<file path="src/rtl/edge_pkg.sv">
// Shared types and helpers for the multi-channel edge debouncer.
package edge_pkg;

  // Which debounced transitions raise an event on a channel.
  typedef enum logic [1:0] {
    EDGE_OFF  = 2'd0,
    EDGE_RISE = 2'd1,
    EDGE_FALL = 2'd2,
    EDGE_BOTH = 2'd3
  } edge_mode_t;

  // True when a transition to new_level is one the mode cares about.
  function automatic logic edge_match(input edge_mode_t m, input logic new_level);
    logic hit;
    hit = 1'b0;
    case (m)
      EDGE_RISE: hit = new_level;
      EDGE_FALL: hit = ~new_level;
      EDGE_BOTH: hit = 1'b1;
      default:   hit = 1'b0;
    endcase
    return hit;
  endfunction

endpackage

</file>
<file path="src/rtl/edge_channel.sv">
// One debouncer channel: synchroniser, stability counter, edge pulses,
// and a sticky pending flag.
module edge_channel
  import edge_pkg::*;
#(
  parameter int SYNC_STAGES     = 2,
  parameter int DEBOUNCE_CYCLES = 4,
  parameter int CNT_W           = $clog2(DEBOUNCE_CYCLES + 1)
) (
  input  logic       clk,
  input  logic       reset,
  input  logic       in,
  input  edge_mode_t mode,
  input  logic       clr,
  output logic       level,
  output logic       rise,
  output logic       fall,
  output logic       evt,
  output logic       pending
);

  // Count value on which a still-differing input is accepted.
  localparam logic [CNT_W-1:0] CNT_MAX = CNT_W'(DEBOUNCE_CYCLES - 1);

  logic [SYNC_STAGES-1:0] sync_reg;
  logic [CNT_W-1:0]       cnt_reg;
  logic                   level_reg;
  logic                   rise_reg;
  logic                   fall_reg;
  logic                   evt_reg;
  logic                   pending_reg;
  logic                   sync;

  assign sync = sync_reg[SYNC_STAGES-1];

  // Shift the raw input through the synchroniser chain.
  always_ff @(posedge clk or posedge reset) begin
    if (reset) begin
      sync_reg <= '0;
    end else begin
      sync_reg <= {sync_reg[SYNC_STAGES-2:0], in};
    end
  end

  // Accept the synchronised value once it has differed for the full window;
  // any return to the current level restarts the count.
  always_ff @(posedge clk or posedge reset) begin
    if (reset) begin
      cnt_reg   <= '0;
      level_reg <= 1'b0;
      rise_reg  <= 1'b0;
      fall_reg  <= 1'b0;
      evt_reg   <= 1'b0;
    end else begin
      rise_reg <= 1'b0;
      fall_reg <= 1'b0;
      evt_reg  <= 1'b0;
      if (sync != level_reg) begin
        if (cnt_reg == CNT_MAX) begin
          level_reg <= sync;
          cnt_reg   <= '0;
          rise_reg  <= sync;
          fall_reg  <= ~sync;
          evt_reg   <= edge_match(mode, sync);
        end else if (cnt_reg < CNT_MAX) begin
          // Guarded so the count can never wrap.
          cnt_reg <= cnt_reg + 1'b1;
        end
      end else begin
        cnt_reg <= '0;
      end
    end
  end

  // Sticky event flag; a new event beats a simultaneous clear.
  always_ff @(posedge clk or posedge reset) begin
    if (reset) begin
      pending_reg <= 1'b0;
    end else if (evt_reg) begin
      pending_reg <= 1'b1;
    end else if (clr) begin
      pending_reg <= 1'b0;
    end
  end

  assign level   = level_reg;
  assign rise    = rise_reg;
  assign fall    = fall_reg;
  assign evt     = evt_reg;
  assign pending = pending_reg;

endmodule

</file>
<file path="src/rtl/multi_edge_debouncer.sv">
// N_CH independent debounced edge detectors with a combined interrupt.
module multi_edge_debouncer
  import edge_pkg::*;
#(
  parameter int N_CH            = 4,
  parameter int SYNC_STAGES     = 2,
  parameter int DEBOUNCE_CYCLES = 4
) (
  input  logic              clk,
  input  logic              reset,
  input  logic [N_CH-1:0]   in,
  input  logic [2*N_CH-1:0] mode,
  input  logic [N_CH-1:0]   clr,
  output logic [N_CH-1:0]   level,
  output logic [N_CH-1:0]   rise,
  output logic [N_CH-1:0]   fall,
  output logic [N_CH-1:0]   evt,
  output logic [N_CH-1:0]   pending,
  output logic              irq
);

  localparam int CNT_W = $clog2(DEBOUNCE_CYCLES + 1);

  // Refuse to build with parameters the channel logic cannot support.
  if (N_CH < 1 || N_CH > 32 || SYNC_STAGES < 2 || DEBOUNCE_CYCLES < 1) begin : g_param_error
    $error("multi_edge_debouncer: illegal parameters N_CH=%0d SYNC_STAGES=%0d DEBOUNCE_CYCLES=%0d",
           N_CH, SYNC_STAGES, DEBOUNCE_CYCLES);
  end

  logic irq_reg;

  for (genvar gi = 0; gi < N_CH; gi++) begin : g_ch
    edge_channel #(
      .SYNC_STAGES    (SYNC_STAGES),
      .DEBOUNCE_CYCLES(DEBOUNCE_CYCLES),
      .CNT_W          (CNT_W)
    ) u_ch (
      .clk    (clk),
      .reset  (reset),
      .in     (in[gi]),
      .mode   (edge_mode_t'(mode[2*gi +: 2])),
      .clr    (clr[gi]),
      .level  (level[gi]),
      .rise   (rise[gi]),
      .fall   (fall[gi]),
      .evt    (evt[gi]),
      .pending(pending[gi])
    );
  end

  // Interrupt follows the OR of all pending flags one clock later.
  always_ff @(posedge clk or posedge reset) begin
    if (reset) begin
      irq_reg <= 1'b0;
    end else begin
      irq_reg <= |pending;
    end
  end

  assign irq = irq_reg;

endmodule

</file>
<file path="config.mk">
export PLATFORM = sky130hd
export DESIGN_NAME = multi_edge_debouncer
export DESIGN_NICKNAME = d
export VERILOG_FILES = /design/src/rtl/edge_pkg.sv /design/src/rtl/edge_channel.sv /design/src/rtl/multi_edge_debouncer.sv
export SDC_FILE = /design/constraint.sdc
export NUM_CORES = 1
export LEC_CHECK = 0
export BUFFER_PORTS_ARGS = -buffer_cell sky130_fd_sc_hd__clkbuf_2
export CAP_MARGIN = 20
export CORE_ASPECT_RATIO = 1.25
export CORE_MARGIN = 8
export CORE_UTILIZATION = 53
export CTS_CLUSTER_DIAMETER = 60
export DETAILED_ROUTE_END_ITERATION = 10
export PLACE_DENSITY = 0.82
export SYNTH_ARGS = -nofsm -noshare
export SYNTH_HDL_FRONTEND = slang
export SYNTH_SLANG_ARGS = --single-unit
</file>
<file path="constraint.sdc">
create_clock -name clk -period 1.4 [get_ports clk]
set_input_delay 0.14 -clock clk [delete_from_list [all_inputs] [get_ports clk]]
set_output_delay 0.14 -clock clk [all_outputs]
set_load 0.05 [all_outputs]
</file>
==> impl_metrics.yaml, run 1 <==
clock_tree:
  cts_max_level: 2
  clk_latency_ns: 0.29
  cts.sinks: 41
  clockRootBuffer: "clkbuf_8"
  tritoncts: "built"
  clock_path_buffers: 2
  cts_resized: 0
  cts_buffers: 5
  clkTransAtPathRegs_ns: 0.08
final_layout:
  multi_input_area_um2: 564.3
  n_antenna_cell: 0
  final_common_cell: "dfrtp_1"
  syn_to_final_growth_pct: 15.09
  layout_common_cells: "dfrtp_1, clkbuf_2, nand3b_1, a21oi_1, inv_1"
  seq_area_um2: 1026
  n_fill_cell: 242
  nets: 197
  layout-drive-gt1-share_pct: 31.82
  largest_reg_flops: 12
  design_area_um2: 2042
floorplan:
  start_util_pct: 55.54
  num_rows: 23
  die_w_um: 67.75
  num_io_pins: 39
  die_h_um: 80.69
  coreArea_um2: 3194
  dieArea_um2: 5466
timing:
  slew_violations: 0
  hold_viol: 0
  clock.fmax_mhz: 812.7
  final.min_clock_period_ns: 1.231
  min_period_over_period_pct: 87.90
  rsz0062_at_grt: "no"
  finalSetupViolCount: 0
  tns_ns: 0
  fin_hold_ws_ns: 0.08569
  finalWorstSetupSlack_ns: 0.1695
  worst_pin_slew_ns: 0.3576
  maxSlewHeadroom_pct: 76.16
  fin_skew_ns: 0.004007
synthesis:
  synth_top_cell_by_area: "dfrtp_1"
  synth_top_cells_by_area: "dfrtp_1, buf_4, nand3b_1"
  synth_seq_cells: 41
  synth_area_um2: 1774
  syn_avg_cell_area_um2: 12.41
  ys_seq_area_share_pct: 57.83
  synth_top_area_share_pct: 57.83
  synthCells: 143
  syn_nets: 165
  yosysWarnings: 0
  synthDistinctLibCells: 18
critical_path:
  crit_family: "flip-flops"
  critPathSlowestCell: "dfrtp_1"
  r2r-start: "g_ch[2].u_ch.cnt_reg[0]$_DFFE_PP0P_"
  r2r_slack_ns: 0.20
  worstPathCellList: "clkbuf_2"
  critPathKind: "flip-flop to primary output"
  critPathMaxFanout: 7
  crit_buf_inv: 1
  cpPeakStageDelay_ns: 0.47
  critPathLaunchType: "flip-flop"
  worstPathRequired_ns: 1.26
  worstPathArrival_ns: 1.09
  end_kind: "primary output"
  reg2reg_depth: 3
  r2r-end: "g_ch[2].u_ch.level$_DFFE_PP0P_"
routing:
  antenna_left: 0
  vias: 1085
  drt_iter0_drc: 38
  routedWlPerCell_um: 14.33
  avgViaCountPerCell: 5.094
  drcViolationCount: 0
  finalWirelength_um: 3053
  first_pass_iters: 4
placed_design:
  gp_congestion: 0.7989
  io_buffers: 38
  dpl-instance-area_um2: 1876
  dp_hpwl_um: 2346
  pre_cts_ws_ns: 0.2127
grt:
  grt_max_degree: 31
  grt_use_total_pct: 12.01
  grt_pass1_vias: 1101
  antenna_found_initial: 0
  grt-ovfl-total: 0
  grt_pass1_wl_um: 4864
hold_path:
  hold_depth: 3
  hold_path_class: "input pin to flip-flop"
  holdPathEnd: "g_ch[2].u_ch.evt$_DFF_PP0_"
  worstHoldStart: "mode[5]"
job:
  drv_cap: 0
power_and_ir_drop:
  leakage_nw: 1.034
  ir_drop_mv: 1.196
  pwr_density_cell_nw_per_um2: 1905
run_status:
  status: "completed"
Yosys cell counts:
library cell / n
nand2_1: 4
a21o_2: 1
nor2b_1: 4
o21ai_0: 4
buf_4: 20
dfrtp_1: 41
ha_1: 4
nand2b_4: 4
nor2_1: 4
a21oi_1: 12
mux2i_1: 4
mux2_4: 4
inv_1: 9
or4_1: 1
nand3b_1: 12
nor3b_1: 8
a21o_1: 3
xnor2_1: 4
logic make-up after synthesis:
logic type	share of synthesized area [%]
AOI/OAI and AO/OA	6.277
xor gates and xnor gates	1.974
adders and majority gates	2.821
buffers and inverters	10.37
DFF	57.83
muxes	5.642
and+or+nand+nor	15.09
how the worst max path moves through the flow:
| stage | start | endpoint | slack, ns | depth (start not counted) |
|---|---|---|---|---|
| after global routing | g_ch[1].u_ch.level$_DFFE_PP0P_ | level[1] | 0.13 | 1 |
| after floorplan | g_ch[0].u_ch.cnt_reg[0]$_DFFE_PP0P_ | g_ch[0].u_ch.level$_DFFE_PP0P_ | 0.27 | 3 |
| after CTS | g_ch[1].u_ch.level$_DFFE_PP0P_ | level[1] | 0.16 | 1 |
| final | g_ch[0].u_ch.level$_DFFE_PP0P_ | level[0] | 0.17 | 1 |
| after global placement | g_ch[0].u_ch.cnt_reg[0]$_DFFE_PP0P_ | g_ch[0].u_ch.level$_DFFE_PP0P_ | 0.26 | 3 |
| after detailed placement | g_ch[2].u_ch.cnt_reg[0]$_DFFE_PP0P_ | g_ch[2].u_ch.level$_DFFE_PP0P_ | 0.21 | 3 |
area by class of cell:
cell class / count / area share [%]
multi-input combinational: 73 / 27.63
tap: 37 / 2.267
clock inverter: 1 / 1.471
inverter: 9 / 1.654
sequential: 41 / 50.24
timing repair buffer: 45 / 12.50
clock buffer: 7 / 4.228
stage by stage:
stage	power (W)	util, %	instances
after CTS	0.003919	63.92	213
final	0.003889	63.92	213
after floorplan	0.002767	-	143
after global placement	0.002827	58.72	200
after detailed placement	0.002951	58.72	200
after global routing	0.004093	63.92	213
routing by layer:
layer  up-vias  share of wire (%)  GRT usage [%]
met3         6                 11          5.424
li1        523                  -              -
met5         -                  0              0
met4         0                2.3          6.918
met2        33                 50          19.94
met1       523                 37          11.98
timing repair:
item,in CTS,in global routing
endpoints found under the hold margin,45,0
buffers inserted,0,0
hold buffers,5,0
where the power goes:
group          switching, W  internal (W)  leakage (nW)
logic              0.000781      0.000487         0.441
clock network      0.000388      0.000581        0.0585
registers          0.000245       0.00141         0.534
total               0.00141       0.00248          1.03
No activity file was read; power rests on OpenSTA's default activity.
==> run 2: changes to the inputs <==
==> constraint.sdc (replaced) <==
create_clock -name clk -period 1.26 [get_ports clk]
set_input_delay 0.126 -clock clk [delete_from_list [all_inputs] [get_ports clk]]
set_output_delay 0.126 -clock clk [all_outputs]
set_load 0.05 [all_outputs]
==> run 2 against run 1 <==
Die area unchanged. Worst hold slack worse by 0.0039 ns. Setup slack got worse by 0.12 ns. Via count grew 1.2%. Global-route usage hardly changed. First-iteration DRC count fell by 29%. Highest routed layer unchanged.
==> impl_metrics.yaml, run 2 (synthesized netlist as in run 1, its figures left out) <==
run_status:
  status: "completed"
critical_path:
  critPathSlowestCell: "dfrtp_1"
  reg2reg_depth: 3
  crit_family: "flip-flops"
  worstPathCellList: "clkbuf_2"
  critPathMaxFanout: 7
  critPathLaunchType: "flip-flop"
  end_kind: "primary output"
  worstPathArrival_ns: 1.08
  critPathKind: "flip-flop to primary output"
  path_depth: 1
  crit_buf_inv: 1
  cpPeakStageDelay_ns: 0.47
  worstPathRequired_ns: 1.13
power_and_ir_drop:
  pwr_density_cell_nw_per_um2: 2083
  ir_drop_mv: 1.159
  leakage_nw: 1.029
final_layout:
  n_antenna_cell: 0
  utilization_pct: 63.53
  syn_to_final_growth_pct: 14.39
  final_common_cell: "dfrtp_1"
  layout-drive-gt1-share_pct: 32.00
  layout_common_cells: "dfrtp_1, clkbuf_2, nand3b_1, a21oi_1, inv_1"
  largest_reg_flops: 12
  design_area_um2: 2029
  n_fill_cell: 240
  nets: 197
hold_path:
  hold_depth: 3
  hold_path_class: "input pin to flip-flop"
clock_tree:
  cts_buffers: 5
  cts_setup_buffers: 0
  cts.sinks: 41
  clk_latency_ns: 0.29
  clockRootBuffer: "clkbuf_8"
  tritoncts: "built"
  clkTransAtPathRegs_ns: 0.08
  clock_path_buffers: 2
  cts_max_level: 2
floorplan:
  die_h_um: 80.69
  die_w_um: 67.75
  dieArea_um2: 5466
  num_io_pins: 39
  num_rows: 23
  coreArea_um2: 3194
  start_util_pct: 55.54
timing:
  final.min_clock_period_ns: 1.209
  clock.fmax_mhz: 826.9
  tns_ns: 0
  slew_violations: 0
  rsz0062_at_grt: "no"
  min_period_over_period_pct: 95.98
  fin_skew_ns: 0.006330
  maxSlewHeadroom_pct: 75.63
  finalWorstSetupSlack_ns: 0.05062
  finalSetupViolCount: 0
  hold_viol: 0
  worst_pin_slew_ns: 0.3655
routing:
  routedWlPerCell_um: 14.02
  finalWirelength_um: 2973
  first_pass_iters: 4
  drcViolationCount: 0
  drt_iter0_drc: 27
  antenna_left: 0
  vias: 1098
  avgViaCountPerCell: 5.179
grt:
  grt-ovfl-total: 0
  antenna_found_initial: 0
  grt_max_degree: 31
  grt_use_total_pct: 11.97
  grt_pass1_vias: 1094
  grt_pass1_wl_um: 4836
placed_design:
  dp_hpwl_um: 2282
  gp_congestion: 0.7946
  io_buffers: 38
  dpl-instance-area_um2: 1876
  pre_cts_ws_ns: 0.06956
job:
  drv_cap: 0
[run 2: per-stage QoR]
step | total power (W) | hold slack, ns | std cells
2_1_floorplan | 0.003075 | 0.1574 | 143
3_3_place_gp | 0.003142 | 0.1175 | 200
3_5_place_dp | 0.003277 | 0.1182 | 200
4_1_cts | 0.004273 | 0.07454 | 212
5_1_grt | 0.004469 | 0.08082 | 212
6_report | 0.004226 | 0.08176 | 212
[run 2: metal layers]
metal | wire, um | GRT usage, %
met1 | 1121 | 12.98
met2 | 1472 | 18.80
met3 | 302 | 4.590
met4 | 77 | 7.966
met5 | 0 | 0
[run 2: what timing repair did]
item / in CTS / in global routing
hold buffers: 5 / 0
setup endpoints to repair: 0 / 3
resized for setup: 0 / 3
endpoints found under the hold margin: 45 / 0
[run 2: worst paths after layout]
| kind | from | endpoint | slack [ns] |
|---|---|---|---|
| max | g_ch[1].u_ch.level$_DFFE_PP0P_ | level[1] | 0.05 |
| min | mode[7] | g_ch[3].u_ch.evt$_DFF_PP0_ | 0.08 |
| max reg2reg | g_ch[2].u_ch.cnt_reg[0]$_DFFE_PP0P_ | g_ch[2].u_ch.level$_DFFE_PP0P_ | 0.06 |
| min reg2reg | g_ch[0].u_ch.sync_reg[0]$_DFF_PP0_ | g_ch[0].u_ch.sync_reg[1]$_DFF_PP0_ | 0.35 |
| max in group asynchronous | reset | g_ch[0].u_ch.cnt_reg[1]$_DFFE_PP0P_ | 0.52 |
| min in group asynchronous | reset | g_ch[3].u_ch.level$_DFFE_PP0P_ | 0.37 |
[run 2: power by group]
part / internal, W / total [W] / switching, W
Sequential: 0.00156 / 0.00184 / 0.000274
Clock: 0.000575 / 0.000980 / 0.000405
Combinational: 0.000542 / 0.00141 / 0.000866
[run 2: cell type report]
cell class	instances	area, um^2	area share (%)
Clock inverter	2	35.03	1.726
Sequential cell	41	1026	50.55
Timing Repair Buffer	45	255.2	12.58
Multi-Input combinational cell	73	564.3	27.81
Inverter	9	33.78	1.665
Tap cell	37	46.29	2.281
Clock buffer	5	68.82	3.391
==> run 3: changes to the inputs <==
==> constraint.sdc (replaced) <==
create_clock -name clk -period 1.26 [get_ports clk]
set_input_delay 0.252 -clock clk [delete_from_list [all_inputs] [get_ports clk]]
set_output_delay 0.252 -clock clk [all_outputs]
set_load 0.05 [all_outputs]
==> run 3 against run 2 <==
Count of clock-buffer cells in the layout unchanged. Utilization stayed put. Setup slack improved by 0.0036 ns. Die area unchanged. Flip-flop and latch count is the same. Critical path type unchanged.
==> impl_metrics.yaml, run 3 (synthesized netlist as in run 1, its figures left out) <==
power_and_ir_drop:
  leakage_nw: 1.020
  pwr_density_cell_nw_per_um2: 2138
  switchingPower_w: 0.001551
  switching_share_pct: 35.75
  ir_drop_mv: 1.239
  pwr-share-comb_pct: 34.6
  p_total_w: 0.004338
  power_frac_seq_pct: 43.0
  internal-power_w: 0.002787
  p_clk_share_pct: 22.5
placed_design:
  io_buffers: 38
  pre_cts_ws_ns: 0.06956
  gp_congestion: 0.7946
  dp_hpwl_um: 2282
  dpl-instance-area_um2: 1876
clock_tree:
  cts_buffers: 5
  clkTransAtPathRegs_ns: 0.07
  cts_max_level: 2
  clock_path_buffers: 2
  clk_latency_ns: 0.29
  tritoncts: "built"
  clockRootBuffer: "clkbuf_8"
  cts.sinks: 41
timing:
  fin_skew_ns: 0.004933
  final.min_clock_period_ns: 1.206
  hold_viol: 0
  maxSlewHeadroom_pct: 75.95
  worst_pin_slew_ns: 0.3607
  rsz0062_at_grt: "no"
  finalSetupViolCount: 0
  finalWorstSetupSlack_ns: 0.05418
  clock.fmax_mhz: 829.3
  tns_ns: 0
  min_period_over_period_pct: 95.70
  slew_violations: 0
routing:
  antenna_left: 0
  first_pass_iters: 4
  drt_iter0_drc: 29
  drcViolationCount: 0
  vias: 1097
  avgViaCountPerCell: 5.274
  routedWlPerCell_um: 14.42
  finalWirelength_um: 2999
critical_path:
  worstPathRequired_ns: 1.01
  critPathSlowestCell: "dfrtp_1"
  end_kind: "primary output"
  critPathMaxFanout: 3
  worstPathArrival_ns: 0.95
  cpPeakStageDelay_ns: 0.38
  critPathLaunchType: "flip-flop"
  critPathKind: "flip-flop to primary output"
  crit_family: "flip-flops"
  crit_buf_inv: 1
  worstPathCellList: "clkbuf_2"
final_layout:
  seq_area_um2: 1031
  n_fill_cell: 237
  nets: 193
  design_area_um2: 2029
  largest_reg_flops: 12
  n_antenna_cell: 0
  multi_input_area_um2: 564.3
  layout-drive-gt1-share_pct: 35.09
  final_common_cell: "dfrtp_1"
  layout_common_cells: "dfrtp_1, clkbuf_2, nand3b_1, a21oi_1"
  syn_to_final_growth_pct: 14.39
floorplan:
  die_h_um: 80.69
  die_w_um: 67.75
  dieArea_um2: 5466
  start_util_pct: 55.54
  num_io_pins: 39
  num_rows: 23
  coreArea_um2: 3194
grt:
  grt_pass1_vias: 1113
  antenna_found_initial: 0
  grt-ovfl-total: 0
  grt_pass1_wl_um: 4892
  grt_max_degree: 31
  grt_use_total_pct: 12.08
hold_path:
  hold_path_class: "input pin to flip-flop"
run_status:
  status: "completed"
job:
  drv_cap: 0
==> run 3: cell type report <==
type	count	share of cell area (%)
well taps	37	2.281
flip-flops and latches	41	50.80
inverters	9	1.665
multi-input cells	73	27.81
clock inverters	2	1.726
clock buffers	5	3.391
repair buffers	41	12.33
==> run 3: path summary, 6_finish.rpt <==
| path | startpoint | end | slack (ns) | cells after the start |
|---|---|---|---|---|
| min reg2reg | g_ch[0].u_ch.sync_reg[0]$_DFF_PP0_ | g_ch[0].u_ch.sync_reg[1]$_DFF_PP0_ | 0.35 | 0 |
| min in group asynchronous | reset | g_ch[3].u_ch.level$_DFFE_PP0P_ | 0.50 | 4 |
| min | in[2] | g_ch[2].u_ch.sync_reg[0]$_DFF_PP0_ | 0.07 | 1 |
| max reg2reg | g_ch[2].u_ch.cnt_reg[0]$_DFFE_PP0P_ | g_ch[2].u_ch.level$_DFFE_PP0P_ | 0.06 | 3 |
| max in group asynchronous | reset | g_ch[2].u_ch.level$_DFFE_PP0P_ | 0.38 | 4 |
| max | g_ch[2].u_ch.pending$_DFFE_PP0P_ | pending[2] | 0.05 | 1 |
==> run 3: worst register-to-register path, delay by kind of cell, from the launching register on <==
| family | cells | cell delay [ns] |
|---|---|---|
| adder cells (fa/ha/maj) | 1 | 0.27 |
| AND/OR/NAND/NOR | 1 | 0.11 |
| multiplexers | 1 | 0.30 |
| flip-flops | 1 | 0.42 |
==> run 3: stage by stage <==
| stage | hold WS (ns) | util (%) | instances |
|---|---|---|---|
| floorplan | 0.2834 | - | 143 |
| global placement | 0.2435 | 58.72 | 200 |
| detailed placement | 0.2442 | 58.72 | 200 |
| CTS | 0.05792 | 63.49 | 208 |
| global route | 0.06155 | 63.53 | 208 |
| finish | 0.06566 | 63.53 | 208 |
==> run 3: metal layers <==
metal	vias to the layer above	part of all wire, %	track usage (%)
met2	41	51	19.28
met5	-	0	0
met4	0	2.6	7.966
met3	8	10	4.868
li1	513	-	-
met1	535	36	12.71
==> run 3: what timing repair did <==
| action | CTS | global route |
|---|---|---|
| pin swaps | 0 | 0 |
| hold buffers | 1 | 0 |
| setup buffers | 0 | 0 |
| gates resized for setup | 11 | 1 |
| setup endpoints to repair | 4 | 1 |
| endpoints found under the hold margin | 11 | 0 |
==> run 3: power groups by stage <==
stage	clock, W	combinational (W)	sequential, W
after global routing	0.00106	0.00162	0.00191
after floorplan	0	0.00126	0.00182
after global placement	0	0.00132	0.00182
final	0.000975	0.00150	0.00186
after CTS	0.00100	0.00152	0.00186
after detailed placement	0	0.00142	0.00186
